<file path="config.mk">
export PLATFORM = sky130hd
export DESIGN_NAME = conv_input_window_reader
export DESIGN_NICKNAME = d
export VERILOG_FILES = /design/src/rtl/conv_pkg.sv /design/src/rtl/conv_window_shreg.sv /design/src/rtl/conv_input_window_reader.sv
export SDC_FILE = /design/constraint.sdc
export NUM_CORES = 1
export LEC_CHECK = 0
export BUFFER_PORTS_ARGS = -buffer_cell sky130_fd_sc_hd__buf_2
export CAP_MARGIN = 20
export CORE_MARGIN = 3
export CORE_UTILIZATION = 35
export CTS_CLUSTER_SIZE = 40
export DETAILED_ROUTE_END_ITERATION = 7
export GPL_ROUTABILITY_DRIVEN = 0
export MAX_ROUTING_LAYER = met4
export SLEW_MARGIN = 20
export SYNTH_ARGS = -nofsm -noshare
export SYNTH_HDL_FRONTEND = slang
export SYNTH_SLANG_ARGS = --single-unit
</file>
<file path="constraint.sdc">
create_clock -name clk -period 2.65 [get_ports clk]
set_input_delay 0 -clock clk [delete_from_list [all_inputs] [get_ports clk]]
set_output_delay 0 -clock clk [all_outputs]
set_load 0.02 [all_outputs]
</file>
<file path="src/rtl/conv_pkg.sv">
// rtl/conv_pkg.sv - shared sizes, sample type and sequencer states for the conv input path
package conv_pkg;
  localparam int DATA_W = 16;
  localparam int DEPTH  = 19;
  localparam int ADDR_W = 5;
  localparam int K      = 3;

  typedef logic [DATA_W-1:0] sample_t;

  typedef enum logic [1:0] {
    IDLE   = 2'd0,
    FILL   = 2'd1,
    STREAM = 2'd2
  } iwr_state_e;
endpackage

</file>
<file path="src/rtl/conv_window_shreg.sv">
// rtl/conv_window_shreg.sv - K-slot sample shift register with fill counter and synchronous clear
module conv_window_shreg #(
  parameter int DATA_W = conv_pkg::DATA_W,
  parameter int K      = conv_pkg::K,
  parameter int FW     = $clog2(K + 1)
) (
  input  logic                clk,
  input  logic                rst_n,
  input  logic                clr,
  input  logic                shift,
  input  logic [DATA_W-1:0]   din,
  output logic [K*DATA_W-1:0] win,
  output logic [FW-1:0]       fill
);
  logic [DATA_W-1:0] slot [K];

  // Slot 0 holds the oldest sample; new samples always enter at slot K-1.
  always_ff @(posedge clk or negedge rst_n) begin
    if (!rst_n) begin
      for (int i = 0; i < K; i++) slot[i] <= '0;
      fill <= '0;
    end else if (clr) begin
      for (int i = 0; i < K; i++) slot[i] <= '0;
      fill <= '0;
    end else if (shift) begin
      for (int i = 0; i < K - 1; i++) slot[i] <= slot[i+1];
      slot[K-1] <= din;
      if (fill != FW'(K)) fill <= fill + 1'b1;
    end
  end

  always_comb begin
    win = '0;
    for (int i = 0; i < K; i++) win[i*DATA_W +: DATA_W] = slot[i];
  end
endmodule

</file>
<file path="src/rtl/conv_input_window_reader.sv">
// rtl/conv_input_window_reader.sv - input RAM read sequencer streaming sliding K-sample windows
// Optional "same" zero padding enabled by CONV_IWR_ZERO_PAD_EN.
module conv_input_window_reader #(
  parameter int DATA_W = conv_pkg::DATA_W,
  parameter int DEPTH  = conv_pkg::DEPTH,
  parameter int ADDR_W = conv_pkg::ADDR_W,
  parameter int K      = conv_pkg::K
) (
  input  logic                clk,
  input  logic                rst_n,
  input  logic                start,
  output logic [ADDR_W-1:0]   rd_addr,
  output logic                rd_en,
  input  logic [DATA_W-1:0]   rd_data,
  output logic [K*DATA_W-1:0] win_data,
  output logic [ADDR_W-1:0]   win_idx,
  output logic                win_valid,
  input  logic                win_ready,
  output logic                busy,
  output logic                done
);
  import conv_pkg::*;

`ifdef CONV_IWR_ZERO_PAD_EN
  localparam int P    = (K - 1) / 2;
  localparam int NWIN = DEPTH;
`else
  localparam int P    = 0;
  localparam int NWIN = DEPTH - K + 1;
`endif
  localparam int FW = $clog2(K + 1);
  localparam logic [1:0]      S_IDLE   = 2'(IDLE);
  localparam logic [1:0]      S_FILL   = 2'(FILL);
  localparam logic [1:0]      S_STREAM = 2'(STREAM);
  localparam logic [ADDR_W:0] DEPTH_C  = (ADDR_W+1)'(DEPTH);

  logic [1:0]        state;
  logic [ADDR_W:0]   next_addr;
  logic [ADDR_W:0]   lead_cnt;
  logic              hold;
  logic [FW-1:0]     fill;
  logic              go, full, xfer, last_xfer;
  logic              pad_lead, pad_trail, src_avail, shift, consume;
  logic [DATA_W-1:0] shift_din;

  assign busy      = (state != S_IDLE);
  assign go        = (state == S_IDLE) && start && !done;
  assign full      = (fill == FW'(K));
  assign win_valid = (state == S_STREAM) && full;
  assign xfer      = win_valid && win_ready;
  assign last_xfer = xfer && (win_idx == ADDR_W'(NWIN - 1));

  // Pad samples are always "available", exactly like a held RAM sample.
  assign pad_lead = (lead_cnt != '0);
`ifdef CONV_IWR_ZERO_PAD_EN
  assign pad_trail = busy && (next_addr == DEPTH_C) && !hold;
`else
  assign pad_trail = 1'b0;
`endif
  assign src_avail = pad_lead || hold || pad_trail;
  assign shift     = busy && src_avail && (!full || xfer) && !last_xfer;
  assign consume   = shift && hold && !pad_lead;
  assign shift_din = consume ? rd_data : '0;

  assign rd_en   = busy && (next_addr < DEPTH_C) && (!hold || consume);
  assign rd_addr = next_addr[ADDR_W-1:0];

  always_ff @(posedge clk or negedge rst_n) begin
    if (!rst_n) begin
      state     <= S_IDLE;
      next_addr <= '0;
      lead_cnt  <= '0;
      hold      <= 1'b0;
      win_idx   <= '0;
      done      <= 1'b0;
    end else begin
      done <= last_xfer;
      if (state == S_IDLE) begin
        if (go) begin
          state     <= S_FILL;
          next_addr <= '0;
          lead_cnt  <= (ADDR_W+1)'(P);
          hold      <= 1'b0;
          win_idx   <= '0;
        end
      end else begin
        if (rd_en) next_addr <= next_addr + 1'b1;
        if (rd_en) hold <= 1'b1;
        else if (consume) hold <= 1'b0;
        if (shift && pad_lead) lead_cnt <= lead_cnt - 1'b1;
        if (xfer) win_idx <= win_idx + 1'b1;
        if (state == S_FILL && shift && fill == FW'(K - 1)) state <= S_STREAM;
        if (last_xfer) begin
          state     <= S_IDLE;
          next_addr <= '0;
          hold      <= 1'b0;
        end
      end
    end
  end

  conv_window_shreg #(.DATA_W(DATA_W), .K(K), .FW(FW)) u_shreg (
    .clk   (clk),
    .rst_n (rst_n),
    .clr   (go),
    .shift (shift),
    .din   (shift_din),
    .win   (win_data),
    .fill  (fill)
  );
endmodule

</file>
==> impl_results.md <==
* Setup WS pre-CTS at 0.119 ns
* Slew headroom at 49.7%
* Input/output buffers at 81
* Synth area leaders: dfrtp_1, nand2_1, o21ai_0
* Setup TNS at 0 ns
* Initial antenna violation count at 0
* Peak supply drop at 0.000439 V
* Max FO, Critical Path at 7
* DIE AREA at 10300 um^2
* Area share of the largest cell type after synthesis at 55.6%
* Vias at 2640
* Final Slew Violations at 0
* Number of clock sinks at 71
* Crit. End Element: primary output
* Clock Skew at 0.0117 ns
* # IOs at 82
* Cell taking the most area after synthesis: dfrtp_1
* Final setup violating endpoints at 0
* Sequential-to-total area share from yosys stat at 55.6%
* Post-Syn Area at 3200 um^2
* Die Width at 102 um
* H-tree depth at 3
* Die height at 102 um
* Layout cells sized above 1 at 27.6%
* Ys async rst share at 100%
* Critical path type: flop to primary output
* Clock transition at path regs at 0.07 ns
* Max Clk Rate at 452 MHz
* CP startpoint kind: flop
* Num CTS Buffers at 9
* Area Overhead vs Synth at 27.0%
* P_leak at 2.05 nW
* Max-cap violations at 0
* Number of global-route vias before repair at 2487
* Commonest cells after routing, fill and taps aside: nand2_1, buf_2, dfrtp_1
* Tcrit/Tclk final at 83.4%
* GRT Resource Usage Total at 15.3%
* Number of synthesized flops with an enable pin at 0
* Worst-Skew Late Latency at 0.34 ns
* Cell variety after synth at 46
* Min Tclk post-route at 2.21 ns
* Initial Util at 36.3%
* Post-synth net total at 345
* Arrival @ worst endpoint at 2.21 ns
* Status: completed
* Hold Crit Class: input pin to flop
* Average wire per standard cell at 14.3 um
* Starting DRT DRC Count at 116
* DR DRC count at 0
* Nets at 444
* Critical Path RT at 2.65 ns
* Synth Register Bits at 71
* Total wire length at 7560 um
* Worst-Margin Slew at 0.754 ns
* YS warnings at 0
* Synthesized area per cell at 10.1 um^2
* Power Density at 1230 nW/um^2
* Routed vias/inst at 4.99
* Synth Flop Type: dfrtp_1
* CTS Root Buffer Type: clkbuf_8
* Largest net degree at the start of global routing at 40
* Fillers at 848
* CTS tree: built
* Initial DRT Pass Iterations at 4
* First-pass GRT wire length at 12100 um
* Detailed-placement wirelength estimate at 5220 um
* Core Rows at 34
* Gr ovfl total at 0
* RSZ-0062 raised after global routing: no
* Post-DRT Antenna Nets at 0
* Final WS setup at 0.440 ns
* Post-Synthesis Cells at 318
* Max Root-Sink Buffers at 2
* Fin. Hold Viols at 0
* Core ar. at 8810 um^2
* Most common cell after layout, fill and taps aside: nand2_1
* Diodes inserted at 0
[cell type report]
type	count	area [um^2]	share of cell area [%]
inverters	8	30.0	0.739
multi-input cells	218	1280	31.4
flip-flops and latches	71	1780	43.7
repair buffers	109	658	16.2
clock buffers	9	124	3.05
clock inverters	6	61.3	1.51
well taps	108	135	3.33
[state kept, by name, indices dropped and copies added (netlist names)]
name,count
u_shreg.win,48
lead_cnt,6
next_addr,6
win_idx,5
state,2
u_shreg.fill,2
done,1
hold,1
[worst max-delay path: stages (launching register included)]
cell,delay (ns)
dfrtp_1,0.39
ha_1,0.19
and4b_1,0.41
mux2i_4,0.41
nor3_4,0.08
o211a_1,0.24
buf_2,0.16
[kinds of logic (layout without fill, tap and decap cells)]
| family | count (synthesis) | after routing | synth area share, % |
|---|---|---|---|
| buffers and inverters | 29 | 132 | 4.89 |
| xor gates and xnor gates | 4 | 4 | 1.10 |
| AOI/OAI and AO/OA | 73 | 73 | 14.6 |
| muxes | 6 | 6 | 2.27 |
| adders and majority gates | 7 | 7 | 2.74 |
| DFF | 71 | 71 | 55.6 |
| and+or+nand+nor | 128 | 128 | 18.9 |
[power breakdown]
part	total, W	switching (W)	leakage [nW]	internal, W
clock	0.000837	0.000409	0.0953	0.000428
combinational	0.00237	0.00151	1.04	0.000862
sequential	0.00179	0.000308	0.919	0.00148
[cell usage after synthesis, drive strengths merged, types with 2 or more instances]
cell / number
nor2: 18
nand3: 4
dfrtp: 71
buf: 13
or3: 3
inv: 8
nor3: 7
a22o: 16
a21o: 2
nand4: 4
xor2: 3
clkbuf: 8
a31oi: 4
nand2: 82
a21oi: 5
ha: 7
mux2i: 6
o21ai: 38
[worst paths after layout]
path / from / endpoint / slack [ns] / cells after the start
worst max register to register: u_shreg.fill[0] / u_shreg.win[36] / 0.52 / 6
worst max-delay path: u_shreg.fill[0] / rd_en / 0.44 / 6
max in group asynchronous: rst_n / u_shreg.win[19] / 1.67 / 3
min in group asynchronous: rst_n / u_shreg.win[7] / 0.26 / 2
worst min-delay path: win_ready / done / 0.10 / 3
worst min register to register: u_shreg.win[31] / u_shreg.win[15] / 0.50 / 2
[repair_timing]
item	CTS	global route
setup buffers	0	2
endpoints found under the hold margin	46	0
gates cloned	0	0
hold buffers	17	0
setup endpoints to repair	1	1
gates resized for setup	1	0
pin swaps	0	1
[stage by stage]
step,instances,utilization [%],area [um^2],hold slack [ns],total power (W)
final,529,46.1,4060,0.103,0.00500
after global routing,529,46.1,4060,0.112,0.00539
after CTS,527,46.0,4050,0.0795,0.00501
after detailed placement,495,41.8,3680,0.113,0.00413
after global placement,495,41.8,3680,0.111,0.00407
after floorplan,318,-,3200,-0.296,0.00348
[routing by layer]
layer  share of wire (%)  GRT usage [%]  vias to the layer above
met5                   0              -                        -
met4                 2.1           6.65                        0
met3                 2.8           2.75                       18
met2                  50           23.8                       52
met1                  45           19.6                     1278
li1                    -              -                     1292
(Power assumes the default switching activity.)
